<file path="src/rtl/cblock_cfg_pkg.sv">
// Shared state type and frame layout for the connection-block configuration loader.
package cblock_cfg_pkg;

    typedef enum logic [2:0] {IDLE, SHIFT, SETUP, WRITE, HOLD} cfg_state_t;

    localparam int unsigned CB_FRAME_W = 18;

    // Sblock-side bit groups inside one frame, for bitstream tooling.
    localparam int unsigned FLD_V_HI  = 17;
    localparam int unsigned FLD_V_LO  = 12;
    localparam int unsigned FLD_LU_HI = 11;
    localparam int unsigned FLD_LU_LO = 9;
    localparam int unsigned FLD_DR_HI = 8;
    localparam int unsigned FLD_DR_LO = 6;
    localparam int unsigned FLD_UR_HI = 5;
    localparam int unsigned FLD_UR_LO = 3;
    localparam int unsigned FLD_LD_HI = 2;
    localparam int unsigned FLD_LD_LO = 0;

endpackage

</file>
<file path="src/rtl/cblock_cfg_loader_shift_reg.sv">
// Serial-in frame register with bit counter; optional even-parity accumulator
// when CFG_PARITY_EN is defined (one trailing parity bit per frame).
module cfg_shift_reg
    import cblock_cfg_pkg::*;
#(
    parameter int unsigned FRAME_W = CB_FRAME_W
) (
    input  logic               clk,
    input  logic               rst,
    input  logic               clear,
    input  logic               shift_en,
    input  logic               bit_i,
    output logic [FRAME_W-1:0] frame,
    output logic               last,
    output logic               parity_ok
);

`ifdef CFG_PARITY_EN
    localparam int unsigned NUM_BITS = FRAME_W + 1;
    localparam int unsigned SR_W     = FRAME_W;
`else
    localparam int unsigned NUM_BITS = FRAME_W;
    // The final bit is taken straight from bit_i, so only FRAME_W-1 bits are stored.
    localparam int unsigned SR_W     = FRAME_W - 1;
`endif
    localparam int unsigned CNT_W = $clog2(NUM_BITS + 1);

    logic [SR_W-1:0]  shift_q;
    logic [CNT_W-1:0] cnt_q;

    assign last = shift_en && (cnt_q == CNT_W'(NUM_BITS - 1));

    always_ff @(posedge clk) begin
        if (rst || clear) begin
            shift_q <= '0;
            cnt_q   <= '0;
        end else if (shift_en) begin
            cnt_q <= last ? '0 : cnt_q + CNT_W'(1);
`ifdef CFG_PARITY_EN
            if (cnt_q < CNT_W'(FRAME_W)) shift_q <= SR_W'({shift_q, bit_i});
`else
            shift_q <= SR_W'({shift_q, bit_i});
`endif
        end
    end

`ifdef CFG_PARITY_EN
    logic par_q;

    always_ff @(posedge clk) begin
        if (rst || clear) begin
            par_q <= 1'b0;
        end else if (shift_en) begin
            par_q <= last ? 1'b0 : (par_q ^ bit_i);
        end
    end

    assign frame     = shift_q;
    assign parity_ok = ~(par_q ^ bit_i);
`else
    assign frame     = {shift_q, bit_i};
    assign parity_ok = 1'b1;
`endif

endmodule

</file>
<file path="src/rtl/cblock_cfg_loader.sv">
// Bit-serial configuration loader for the connection-block tiles.
// Optional per-frame even parity check enabled by defining CFG_PARITY_EN.
module cblock_cfg_loader
    import cblock_cfg_pkg::*;
#(
    parameter int unsigned FRAME_W   = CB_FRAME_W,
    parameter int unsigned NUM_TILES = 4,
    parameter int unsigned WR_CYCLES = 2
) (
    input  logic                         clk,
    input  logic                         rst,
    input  logic                         start,
    input  logic                         bit_i,
    input  logic                         bit_valid,
    output logic                         bit_ready,
    output logic [FRAME_W-1:0]           cfg_bits,
    output logic [NUM_TILES-1:0]         wr_en,
    output logic [$clog2(NUM_TILES)-1:0] tile_idx,
    output logic                         busy,
    output logic                         done,
    output logic                         err
);

    localparam int unsigned TILE_W = $clog2(NUM_TILES);
    localparam int unsigned WCNT_W = $clog2(WR_CYCLES + 1);

    cfg_state_t         state_q, state_n;
    logic [WCNT_W-1:0]  wr_cnt_q;
    logic [FRAME_W-1:0] frame;
    logic               shift_en, frame_last, parity_ok;
    logic               session_start, next_tile, load_cfg, frame_err, finish;
    logic               last_tile, wr_last;

    assign bit_ready = (state_q == SHIFT);
    assign busy      = (state_q != IDLE);
    assign shift_en  = bit_valid && bit_ready;
    assign last_tile = (tile_idx == TILE_W'(NUM_TILES - 1));
    assign wr_last   = (wr_cnt_q == WCNT_W'(WR_CYCLES - 1));

    cfg_shift_reg #(
        .FRAME_W(FRAME_W)
    ) u_shift (
        .clk      (clk),
        .rst      (rst),
        .clear    (session_start || next_tile),
        .shift_en (shift_en),
        .bit_i    (bit_i),
        .frame    (frame),
        .last     (frame_last),
        .parity_ok(parity_ok)
    );

    always_ff @(posedge clk) begin
        if (rst) state_q <= IDLE;
        else     state_q <= state_n;
    end

    always_comb begin
        state_n       = state_q;
        session_start = 1'b0;
        next_tile     = 1'b0;
        load_cfg      = 1'b0;
        frame_err     = 1'b0;
        finish        = 1'b0;
        case (state_q)
            // done is high only in the first IDLE cycle after a session; start is dropped there.
            IDLE: if (start && !done) begin
                state_n       = SHIFT;
                session_start = 1'b1;
            end
            SHIFT: if (frame_last) begin
                if (parity_ok) begin
                    state_n  = SETUP;
                    load_cfg = 1'b1;
                end else begin
                    state_n   = IDLE;
                    frame_err = 1'b1;
                end
            end
            SETUP: state_n = WRITE;
            WRITE: if (wr_last) state_n = HOLD;
            HOLD: if (last_tile) begin
                state_n = IDLE;
                finish  = 1'b1;
            end else begin
                state_n   = SHIFT;
                next_tile = 1'b1;
            end
            default: state_n = IDLE;
        endcase

        wr_en = '0;
        if (state_q == WRITE) wr_en[tile_idx] = 1'b1;
    end

    always_ff @(posedge clk) begin
        if (rst) begin
            tile_idx <= '0;
            wr_cnt_q <= '0;
            cfg_bits <= '0;
            done     <= 1'b0;
            err      <= 1'b0;
        end else begin
            done     <= finish;
            wr_cnt_q <= (state_q == WRITE) ? wr_cnt_q + WCNT_W'(1) : '0;
            if (session_start) begin
                tile_idx <= '0;
                err      <= 1'b0;
            end else if (next_tile) begin
                tile_idx <= tile_idx + TILE_W'(1);
            end
            if (frame_err) err <= 1'b1;
            // Loaded on entry to SETUP so the bus settles a full cycle before wr_en opens.
            if (load_cfg) cfg_bits <= frame;
        end
    end

endmodule

</file>
<file path="config.mk">
export PLATFORM = sky130hd
export DESIGN_NAME = cblock_cfg_loader
export DESIGN_NICKNAME = d
export VERILOG_FILES = /design/src/rtl/cblock_cfg_pkg.sv /design/src/rtl/cblock_cfg_loader_shift_reg.sv /design/src/rtl/cblock_cfg_loader.sv
export SDC_FILE = /design/constraint.sdc
export NUM_CORES = 1
export LEC_CHECK = 0
export ABC_AREA = 1
export BUFFER_PORTS_ARGS = -buffer_cell sky130_fd_sc_hd__buf_2
export CAP_MARGIN = 40
export CORE_MARGIN = 8
export CORE_UTILIZATION = 62
export CTS_BUF_LIST = sky130_fd_sc_hd__clkbuf_2 sky130_fd_sc_hd__clkbuf_4 sky130_fd_sc_hd__clkbuf_8
export CTS_CLUSTER_DIAMETER = 200
export DETAILED_ROUTE_END_ITERATION = 16
export GPL_ROUTABILITY_DRIVEN = 0
export PLACE_DENSITY = 0.93
export SYNTH_ARGS = -nofsm -noshare
export SYNTH_HDL_FRONTEND = slang
export SYNTH_SLANG_ARGS = --single-unit
</file>
<file path="constraint.sdc">
create_clock -name clk -period 3.67 [get_ports clk]
set_input_delay 0.367 -clock clk [delete_from_list [all_inputs] [get_ports clk]]
set_output_delay 0.367 -clock clk [all_outputs]
set_load 0.02 [all_outputs]
</file>
==> metrics.md, run 1 <==
| Metric | Value |
|---|---|
| Hpwl dp | `2.80 mm` |
| Synth cell count leaders | `nand2_1 (88), dfxtp_1 (48), a21oi_1 (42)` |
| Slowest-stage cell, CP | `nand3_1` |
| Final setup margin | `1.73 ns` |
| # setup viols final | `0` |
| PD cells | `428 nW/µm²` |
| Clk_skew | `between 0.008 and 0.009 ns` |
| Initial cell density of the core | `0.655` |
| Footprint of the multi-input gates | `roughly 900 µm²` |
| Die area | `5300 µm²` |
| Post-CTS Hold Buffers | `0` |
| Required @ worst endpoint | `between 3 and 4 ns` |
| Critical Path Max Stage Delay | `0.61 ns` |
| GR Util met3 | `0.0357` |
| Number of CTS-inserted buffers | `5` |
| Ant diodes | `0` |
| Total wire length | `4.00 mm` |
| # nets final | `299` |
| Commonest register cell after synthesis | `dfxtp_1` |
| Design Area, Final | `2200 µm²` |
| Number of routed nets with antenna violations | `0` |
| Crit path launch type | `register` |
| Top cell type by total area after synthesis | `dfxtp_1` |
| Max_slew headroom | `0.424` |
| Max Buffers Root-to-Sink | `2` |
| Synth Register Bits | `48` |
| Worst Setup EP | `u_shift.shift_q[11]$_SDFFE_PP0P_` |
| Vias | `between 1.5k and 2k` |
| Crit. End Element | `register` |
| Ys Warns | `0` |
| Die W | `72.8 µm` |
| Met1 Use GR | `0.180` |
| Dominant cells by area after synthesis | `dfxtp_1 (48%), nand2_1 (17%), a21oi_1 (11%), ha_1 (4.4%), inv_1 (3.8%)` |
| Fillcell total | `262` |
| Fmax achieved | `517 MHz` |
| Reg area | `961 µm²` |
| R2R cell count | `5` |
| VDD IR max | `267 µV` |
| Drt pass-1 iters | `4` |
| CTS tree | `done` |
| RSZ-0062 raised after global routing | `false` |
| CTS sink cnt | `48` |
| Fin. Hold Viols | `0` |
| Overflow after GRT | `0` |
| CP dominant cell by count | `nand3_1` |
| Worst hold slack | `~0.25 ns` |
| Io pins | `33` |
| I/O Buffers | `31` |
| Reg2reg end | `u_shift.shift_q[11]$_SDFFE_PP0P_` |
| Die height | `72.8 µm` |
| Most frequent cell after synthesis | `nand2_1` |
| Crit Path Max Fanout | `22` |
| Tot GR Track Use | `0.160` |
| Fin Setup TNS | `0 ns` |
| Post-Place Cells | `around 320` |
| Async S/R FF share, synth | `0` |
| Max Slew Vio Count | `0` |
| Pwr Total | `0.940 mW` |
| Post-synth cell types | `25` |
| Outcome | `complete, no violations` |
| Worst-Margin Slew | `~0.86 ns` |
| Crit path DAT | `2.21 ns` |
| Post-synth top area share | `0.481` |
| DRT iter0 DRCs | `~220` |
| Syn avg cell area | `7.69 µm²` |
| Core Rows | `20` |
| Post-Synthesis Cell Area | `2000 µm²` |
| DR DRC count | `0` |
| CTS Root Buffer Type | `clkbuf_4` |
| Area growth syn-to-layout | `9.89%` |
| Worst-path clk slew | `0.14 ns` |
| Post_cts resized | `0` |
| Worst min path class | `input port to register` |
| Largest net degree at the start of global routing | `24` |
| Final Util | `0.720` |
| Post-synth EDFFs | `0` |
| Post-synthesis sequential area ratio | `0.481` |
| Initial antenna violation count | `0` |
| Period utilization | `0.527` |
| Synth Net Count | `272` |
| Dpl ws | `1.83 ns` |
| DR WL/cell | `12.0 µm` |
| CP Launch Point | `tile_idx[0]$_SDFFE_PP0P_` |
| Reg2Reg Launch Point | `tile_idx[0]$_SDFFE_PP0P_` |
| Worst-Skew Late Latency | `0.36 ns` |
| Gr busiest metal | `met2` |
| Critical path type | `register to register` |
| First-pass GRT wire length | `6.79 mm` |
| R2R Setup Slk | `1.73 ns` |
| Layout Cells excl Fill | `roughly 330` |
| Fin crit period | `1.94 ns` |
| Leakage | `slightly above 0.9 nW` |
| Max-Cap Viols | `0` |
| Number of global-route vias before repair | `1535` |
| H-tree depth | `2` |
| Placed Area | `roughly 2100 µm²` |
| Met2 Usage GRT | `0.281` |
| Worst-path cell chain | `ha_1, inv_1, nand3_1, nand3_1, a21oi_1` |
| Core Region | `3050 µm²` |
| Post-Syn Instances | `260` |
| DR vias/cell | `a little over 5` |
| Share of layout cells above drive strength 1 | `0.160` |
| Post-CTS Setup Bufs | `0` |
[worst min path at each step]
stage / end / depth (start not counted) / start
floorplan: wr_cnt_q[0]$_SDFF_PP0_ / 1 / wr_cnt_q[0]$_SDFF_PP0_
detailed placement: wr_cnt_q[0]$_SDFF_PP0_ / 1 / wr_cnt_q[0]$_SDFF_PP0_
global route: u_shift.shift_q[0]$_SDFFE_PP0P_ / 3 / bit_i
global placement: wr_cnt_q[0]$_SDFF_PP0_ / 1 / wr_cnt_q[0]$_SDFF_PP0_
CTS: u_shift.shift_q[0]$_SDFFE_PP0P_ / 3 / bit_i
finish: u_shift.shift_q[0]$_SDFFE_PP0P_ / 3 / bit_i
[registers in the layout, indices dropped and copies added, names as in the netlist]
register         flops
u_shift.shift_q     17
state_q              3
tile_idx             2
wr_cnt_q             2
cfg_bits            18
u_shift.cnt_q        5
done                 1
[worst max-delay path, delay by kind of cell (launching register included)]
kind | cells | cell delay, ns
compound gates | 1 | 0.37
fa+ha+maj | 1 | 0.20
buf+inv | 1 | 0.08
flops | 1 | 0.43
simple gates | 2 | 0.76
[layout make-up]
cell class / count / share of cell area
Tap cell: 44 / 0.0251
Timing Repair Buffer: 31 / 0.0706
Inverter: 22 / 0.0387
Sequential cell: 48 / 0.437
Multi-Input combinational cell: 179 / 0.399
Clock inverter: 2 / 0.00626
Clock buffer: 6 / 0.0233
[layout by cell type, fill, tap and decap left out]
cell type | Yosys | layout
a211oi_1 | 1 | 1
a21oi_1 | 42 | 42
buf_2 | 2 | 31
clkbuf_4 | 0 | 5
clkbuf_8 | 0 | 1
clkinv_2 | 0 | 1
conb_1 | 1 | 1
dfxtp_1 | 48 | 48
ha_1 | 7 | 7
inv_1 | 20 | 20
inv_2 | 1 | 1
inv_4 | 1 | 1
inv_6 | 0 | 1
nand2_1 | 88 | 88
nand2_2 | 1 | 1
nand3_1 | 9 | 9
nand3b_1 | 2 | 2
nand4_1 | 4 | 4
nand4_4 | 1 | 1
nor2_1 | 15 | 15
nor2_2 | 2 | 2
nor2_8 | 1 | 1
o21ai_0 | 2 | 2
o21bai_1 | 1 | 1
xnor2_1 | 1 | 1
xor2_1 | 1 | 1
[cell families after synthesis]
kind of cell    synth area share
simple gates               0.266
other cells              0.00188
compound gates             0.118
fa+ha+maj                 0.0438
buf+inv                   0.0814
flops                      0.481
xor+xnor                 0.00876
[power breakdown]
group	switching [mW]	total, mW	internal (mW)
clock network	0.172	0.267	0.0951
logic	0.0970	0.131	0.0341
registers	0.0117	0.542	0.531
total	0.280	0.940	0.660
[metal layers]
metal  wire length (µm)  vias to the layer above
li1                   -                      878
met1               1800                      781
met2               2000                       37
met3                146                        7
met4                 58                        0
met5                  0                        -
Note: power is estimated with default switching activity, not from simulation.
==> inputs of run 2 (changes only) <==
--- a/config.mk
+++ b/config.mk
@@ -9,12 +9,12 @@
 export BUFFER_PORTS_ARGS = -buffer_cell sky130_fd_sc_hd__buf_2
 export CAP_MARGIN = 40
 export CORE_MARGIN = 8
-export CORE_UTILIZATION = 62
+export CORE_UTILIZATION = 57
 export CTS_BUF_LIST = sky130_fd_sc_hd__clkbuf_2 sky130_fd_sc_hd__clkbuf_4 sky130_fd_sc_hd__clkbuf_8
 export CTS_CLUSTER_DIAMETER = 200
 export DETAILED_ROUTE_END_ITERATION = 16
 export GPL_ROUTABILITY_DRIVEN = 0
-export PLACE_DENSITY = 0.93
+export PLACE_DENSITY = 0.87
 export SYNTH_ARGS = -nofsm -noshare
 export SYNTH_HDL_FRONTEND = slang
 export SYNTH_SLANG_ARGS = --single-unit
==> constraint.sdc (replaced) <==
create_clock -name clk -period 1.81 [get_ports clk]
set_input_delay 0.181 -clock clk [delete_from_list [all_inputs] [get_ports clk]]
set_output_delay 0.181 -clock clk [all_outputs]
set_load 0.02 [all_outputs]
==> run 2 against run 1 <==
Compared with the run above: non-clock buffer count rose by 4; critical path type is now register to output port; via count rose by 0.35%; critical endpoint is now wr_en[1]; largest cell class unchanged; largest power group unchanged; global-route usage fell by 0.85 points.
==> metrics.md, run 2 (synthesis gave the netlist of run 1 again) <==
| Metric | Value |
|---|---|
| Outcome | `complete, no violations` |
| First-pass GRT wire length | `6.66 mm (-1.9%)` |
| Period utilization | `0.895` |
| Max FFs per register | `18 (unchanged)` |
| Drt pass-1 iters | `4 (unchanged)` |
| PD cells | `908 nW/µm² (+110%)` |
| Io pins | `33 (unchanged)` |
| DR WL/cell | `11.4 µm (-5.1%)` |
| Design Area, Final | `2250 µm² (+2.6%)` |
| Reg2reg end | `cfg_bits[6]$_SDFFE_PP0P_` |
| Fmax achieved | `618 MHz` |
| Required @ worst endpoint | `1.63 ns (-2.31 ns)` |
| Die area | `5660 µm² (+6.8%)` |
| Core Rows | `21 (+5.0%)` |
| Pwr Total | `2.05 mW (+120%)` |
| Gr busiest metal | `met2` |
| Number of global-route vias before repair | `1608 (+4.8%)` |
| Critical path type | `register to output port` |
| Max Buffers Root-to-Sink | `2 (unchanged)` |
| Critical Path Max Stage Delay | `0.47 ns (-0.14 ns)` |
| H-tree depth | `2 (unchanged)` |
| Worst-path clk slew | `0.13 ns (about the same)` |
| Crit Path Max Fanout | `5 (-77%)` |
| Core Region | `3360 µm² (+10%)` |
| Min-delay src | `bit_i` |
| Hpwl dp | `2.69 mm (-3.8%)` |
| Initial antenna violation count | `0 (unchanged)` |
| Fin Setup TNS | `0 ns (unchanged)` |
| Max-Cap Viols | `0 (unchanged)` |
| DR vias/cell | `5.06 (-1.4%)` |
| RSZ-0062 raised after global routing | `false` |
| Largest delay share family, worst path | `flip-flops` |
| Fin. Hold Viols | `0 (unchanged)` |
| Leakage | `0.947 nW (+3.1%)` |
| Most frequent cells in the layout | `nand2_1 (88), dfxtp_1 (48), a21oi_1 (42), buf_2 (31), inv_1 (20)` |
| Worst Hold Path EP | `u_shift.shift_q[0]$_SDFFE_PP0P_` |
| Post-CTS Hold Buffers | `0 (unchanged)` |
| Layout Cells excl Fill | `338 (+1.8%)` |
| Largest net degree at the start of global routing | `23 (-4.2%)` |
| Number of routed nets with antenna violations | `0 (unchanged)` |
| WHS Path Cells | `3 (unchanged)` |
| CP dominant cell by count | `nor2_1` |
| DRT iter0 DRCs | `133 (-38%)` |
| GR Util met3 | `0.0493 (+0.0136)` |
| Reg2Reg Launch Point | `u_shift.cnt_q[0]$_SDFFE_PP0P_` |
| Overflow after GRT | `0 (unchanged)` |
| Share of layout cells above drive strength 1 | `0.171 (+0.0115)` |
| CTS Root Buffer Type | `clkbuf_4` |
| Worst min path class | `input port to register` |
| Worst-Skew Late Latency | `0.36 ns (about the same)` |
| Stages on worst setup path | `5 (unchanged)` |
| Post-Place Cells | `330 (+1.9%)` |
| Ant diodes | `0 (unchanged)` |
| CTS tree | `done` |
| Most common cell after layout, fill and taps aside | `nand2_1` |
| Post-CTS Setup Bufs | `0 (unchanged)` |
| # setup viols final | `0 (unchanged)` |
| Initial cell density of the core | `0.594 (-0.0604)` |
| Largest reg by FF count | `cfg_bits` |
| R2R Setup Slk | `0.25 ns (-1.48 ns)` |
| Total wire length | `3.86 mm (-3.4%)` |
| Tot GR Track Use | `0.152 (-0.00846)` |
| I/O Buffers | `31 (unchanged)` |
| R2R cell count | `8 (+3)` |
| Die W | `75.2 µm (+3.4%)` |
| Crit path DAT | `1.44 ns (-0.77 ns)` |
| Biggest regs | `cfg_bits: 18 flops, u_shift.shift_q: 17 flops, u_shift.cnt_q: 5 flops` |
| Number of CTS-inserted buffers | `5 (unchanged)` |
| Clk_skew | `0.0123 ns (+0.00329 ns)` |
| CTS sink cnt | `48 (unchanged)` |
| Fin crit period | `1.62 ns` |
| Met2 Usage GRT | `0.254 (-0.0270)` |
| Area growth syn-to-layout | `12.8%` |
| Die height | `75.2 µm (+3.4%)` |
| Max Slew Vio Count | `0 (unchanged)` |
| Met1 Use GR | `0.169 (-0.0107)` |
| Placed Area | `2160 µm² (+1.5%)` |
| Worst path bufs/invs | `2 (+1)` |
| Post_cts resized | `0 (unchanged)` |
| VDD IR max | `504 µV (+89%)` |
| Slowest-stage cell, CP | `dfxtp_1` |
| Vias | `1709 (+0.35%)` |
| Worst-path cell chain | `nand2_1, nor2_1, inv_1, nor2_1, buf_2` |
| DR DRC count | `0 (unchanged)` |
| Crit. End Element | `output port` |
| # nets final | `303 (+1.3%)` |
| Crit path launch type | `register` |
[run 2: cell count changes in the layout (fill, tap and decap cells not counted), sizes merged]
cell / previous run / this run
inv: 23 / 22
bufinv: 0 / 1
buf: 31 / 35
[run 2: final cells by class]
class,count,area (µm²)
Tap cell,46,57.6
Timing Repair Buffer,35,185
Clock inverter,2,38.8
Clock buffer,6,51.3
Fill cell,294,1110
Inverter,22,85.1
Multi-Input combinational cell,179,876
Sequential cell,48,961
[run 2: worst max-delay path by stage]
| stage | start | end | slack (ns) |
|---|---|---|---|
| global placement | u_shift.cnt_q[0]$_SDFFE_PP0P_ | cfg_bits[17]$_SDFFE_PP0P_ | 0.32 |
| detailed placement | u_shift.cnt_q[0]$_SDFFE_PP0P_ | cfg_bits[6]$_SDFFE_PP0P_ | 0.25 |
| CTS | state_q[0]$_SDFFE_PP0P_ | wr_en[2] | 0.17 |
| floorplan | u_shift.cnt_q[0]$_SDFFE_PP0P_ | cfg_bits[17]$_SDFFE_PP0P_ | 0.43 |
| global route | state_q[0]$_SDFFE_PP0P_ | wr_en[2] | 0.03 |
| finish | state_q[0]$_SDFFE_PP0P_ | wr_en[1] | 0.19 |
[run 2: worst register-to-register path, stage by stage (launching register included)]
cell and delay, ns:
dfxtp_1 0.41, ha_1 0.17, inv_1 0.04, nor2_1 0.10, nand2_2 0.14, nor2_8 0.29, inv_4 0.15, nand2_1 0.09
a21oi_1 0.06
[run 2: per-layer routing]
metal / routed length (µm) / vias to the layer above
li1: - / 885
met2: 1840 / 38
met4: 63 / 0
met3: 230 / 5
met5: 0 / -
met1: 1730 / 781
[run 2: per-stage QoR]
step                setup WS (ns)  utilization  hold WS, ns
floorplan                   0.426            -        0.324
global placement            0.322        0.644        0.407
detailed placement          0.251        0.644        0.418
CTS                         0.166        0.670       0.0653
global route               0.0328        0.670       0.0585
finish                      0.191        0.670       0.0761
[run 2: power breakdown]
part | internal (mW) | total, mW | leakage, nW | switching [mW]
combinational | 0.0824 | 0.280 | 0.511 | 0.198
clock | 0.331 | 0.667 | 0.0484 | 0.336
sequential | 1.08 | 1.10 | 0.387 | 0.0234
==> inputs of run 3 (changes only) <==
--- a/config.mk
+++ b/config.mk
@@ -9,12 +9,12 @@
 export BUFFER_PORTS_ARGS = -buffer_cell sky130_fd_sc_hd__buf_2
 export CAP_MARGIN = 40
 export CORE_MARGIN = 8
-export CORE_UTILIZATION = 57
+export CORE_UTILIZATION = 52
 export CTS_BUF_LIST = sky130_fd_sc_hd__clkbuf_2 sky130_fd_sc_hd__clkbuf_4 sky130_fd_sc_hd__clkbuf_8
 export CTS_CLUSTER_DIAMETER = 200
 export DETAILED_ROUTE_END_ITERATION = 16
 export GPL_ROUTABILITY_DRIVEN = 0
-export PLACE_DENSITY = 0.87
+export PLACE_DENSITY = 0.83
 export SYNTH_ARGS = -nofsm -noshare
 export SYNTH_HDL_FRONTEND = slang
 export SYNTH_SLANG_ARGS = --single-unit
==> constraint.sdc (replaced) <==
create_clock -name clk -period 1.45 [get_ports clk]
set_input_delay 0.145 -clock clk [delete_from_list [all_inputs] [get_ports clk]]
set_output_delay 0.145 -clock clk [all_outputs]
set_load 0.02 [all_outputs]
==> run 3 against run 2 <==
Compared with the run above: clock power grew 26%; sequential power grew 25%; clock skew shrank 0.0068 ns; wire length grew 17%; final cell count grew 2.4%; count of clock-buffer cells in the layout is the same; worst setup slack lost 0.21 ns; flip-flop and latch count is the same; core utilization shrank 1.9 points; die area grew 7.5%; register-to-register slack lost 0.16 ns; the run now ends with negative setup slack left; first-iteration DRC count grew 85%.
==> metrics.md, run 3 (synthesis gave the netlist of run 1 again) <==
| Metric | Value |
|---|---|
| Outcome | `complete, but fails checks` |
| Violated checks | `negative setup slack` |
| Largest reg by FF count | `cfg_bits` |
| Critical Path Max Stage Delay | `0.35 ns (-0.12 ns)` |
| Final Util | `0.651 (-0.0194)` |
| Hpwl dp | `2.93 mm (+9.1%)` |
| Routed length on met1 | `1.93 mm (+12%)` |
| Worst-path cell chain | `inv_1, ha_1, inv_1, nor2_1, buf_2` |
| CTS Root Buffer Type | `clkbuf_8` |
| Fmax achieved | `about 680 MHz` |
| Met3 WL | `257 µm (+12%)` |
| Most common cell after layout, fill and taps aside | `nand2_1` |
| R2R Setup Slk | `0.09 ns (-0.16 ns)` |
| Number of CTS-inserted buffers | `5 (unchanged)` |
| Final setup margin | `-0.0212 ns (-0.212 ns)` |
| Worst-Skew Late Latency | `0.30 ns (-0.06 ns)` |
| Fin crit period | `roughly 1.5 ns` |
| Fin. Hold Viols | `0 (unchanged)` |
| DR WL/cell | `13.0 µm (+14%)` |
| Die W | `78.0 µm (+3.7%)` |
| Number of routed nets with antenna violations | `0 (unchanged)` |
| Critical path type | `register to output port` |
| # setup viols final | `1 (+1)` |
| Placed Area | `2230 µm² (+3.2%)` |
| Share of layout cells above drive strength 1 | `0.228 (+0.0570)` |
| Initial antenna violation count | `0 (unchanged)` |
| CP dominant cell by count | `inv_1` |
| H-tree depth | `2 (unchanged)` |
| Dpl ws | `0.0221 ns (-0.229 ns)` |
| I/O Buffers | `31 (unchanged)` |
| Core Region | `3690 µm² (+9.7%)` |
| VDD IR max | `569 µV (+13%)` |
| Largest net degree at the start of global routing | `23 (unchanged)` |
| Vias | `1790 (+4.7%)` |
| First-pass GRT wire length | `7.11 mm (+6.7%)` |
| Biggest regs | `cfg_bits: 18 flops, u_shift.shift_q: 17 flops, u_shift.cnt_q: 5 flops` |
| Metal2 WL | `2.21 mm (+20%)` |
| Post-CTS Hold Buffers | `0 (unchanged)` |
| Worst hold slack | `0.106 ns (+0.0304 ns)` |
| Ant diodes | `0 (unchanged)` |
| Initial cell density of the core | `0.542 (-0.0524)` |
| Design Area, Final | `2400 µm² (+6.5%)` |
| # nets final | `309 (+2.0%)` |
| Worst-path clk slew | `0.09 ns (-0.04 ns)` |
| Io pins | `33 (unchanged)` |
| Die area | `6090 µm² (+7.5%)` |
| Core Rows | `22 (+4.8%)` |
| Period utilization | `1.01` |
| Crit. End Element | `output port` |
| Slowest-stage cell, CP | `dfxtp_1` |
| Area growth syn-to-layout | `20.1%` |
| Tot GR Track Use | `0.142 (-0.00982)` |
| Largest delay share family, worst path | `flip-flops` |
| Drt pass-1 iters | `4 (unchanged)` |
| Max Buffers Root-to-Sink | `2 (unchanged)` |
| Worst min path class | `input port to register` |
| Crit path launch type | `register` |
| Clk_skew | `0.00548 ns (-0.00679 ns)` |
| DR DRC count | `0 (unchanged)` |
| Max FFs per register | `18 (unchanged)` |
| RSZ-0062 raised after global routing | `true` |
| Crit Path Max Fanout | `4 (-1)` |
| DRT iter0 DRCs | `246 (+85%)` |
| Die height | `78.0 µm (+3.7%)` |
| Number of global-route vias before repair | `1656 (+3.0%)` |
| CTS sink cnt | `48 (unchanged)` |
| DR vias/cell | `5.17 (+2.3%)` |
| Leakage | `0.995 nW (+5.1%)` |
| Max Slew Vio Count | `0 (unchanged)` |
| CTS tree | `done` |
| Crit path DAT | `1.33 ns (-0.11 ns)` |
| Total wire length | `4.51 mm (+17%)` |
| Required @ worst endpoint | `1.31 ns (-0.32 ns)` |
| Max-Cap Viols | `0 (unchanged)` |
| PD cells | `1090 nW/µm² (+20%)` |
| Most frequent cells in the layout | `nand2_1 (88), dfxtp_1 (45), a21oi_1 (39), buf_2 (29), inv_1 (18)` |
| Worst path bufs/invs | `3 (+1)` |
| Overflow after GRT | `0 (unchanged)` |
| DR top layer | `met4` |
[run 3: cell types whose count changed in the layout (fill, tap and decap cells not counted), moves of 2 or more]
cell / change
nor2_2: +3
a21oi_1: -3
a21oi_2: +3
clkbuf_8: +5
buf_4: +2
clkbuf_4: -5
inv_1: -2
dfxtp_2: +2
dfxtp_1: -3
buf_2: -2
nor2_1: -3
buf_6: +2
buf_12: +4
[run 3: what timing repair did]
action | CTS | global route
setup endpoints to repair | 4 | 24
buffers inserted | 0 | 2
gates resized for setup | 6 | 13
cloned | 0 | 0
pin swaps | 0 | 3
[run 3: worst min-delay path, delay by kind of cell]
family / cells / cell delay, ns
AO/OA/AOI/OAI: 1 / 0.05
buffers and inverters: 1 / 0.11
AND/OR/NAND/NOR: 1 / 0.06
[run 3: path summary, 6_finish.rpt]
path,depth (start not counted),from,end
max,5,tile_idx[1]$_SDFFE_PP0P_,wr_en[1]
min reg2reg,1,wr_cnt_q[0]$_SDFF_PP0_,wr_cnt_q[0]$_SDFF_PP0_
max reg2reg,6,tile_idx[1]$_SDFFE_PP0P_,u_shift.shift_q[1]$_SDFFE_PP0P_
min,3,bit_i,cfg_bits[0]$_SDFFE_PP0P_
[run 3: layout make-up]
| cell class | count | area (µm²) |
|---|---|---|
| Clock buffer | 6 | 82.6 |
| Clock inverter | 2 | 13.8 |
| Fill cell | 314 | 1290 |
| Inverter | 22 | 87.6 |
| Multi-Input combinational cell | 179 | 897 |
| Sequential cell | 48 | 967 |
| Tap cell | 48 | 60.1 |
| Timing Repair Buffer | 41 | 293 |
[run 3: power by group]
part	switching [mW]	internal (mW)	total (mW)
Combinational	0.270	0.137	0.407
Clock	0.447	0.390	0.838
Sequential	0.0296	1.35	1.37
[run 3: per-stage QoR]
stage	power [mW]	instances	setup TNS, ns
after floorplan	1.67	260	0
after global placement	1.78	336	0
after detailed placement	1.78	336	0
after CTS	2.63	344	0
after global routing	2.73	346	-0.106
final	2.62	346	-0.0212
[run 3: metal layers]
metal,track usage,vias up
li1,-,901
met1,0.156,831
met2,0.246,48
met3,0.0319,10
met4,0.0852,0
met5,0,-
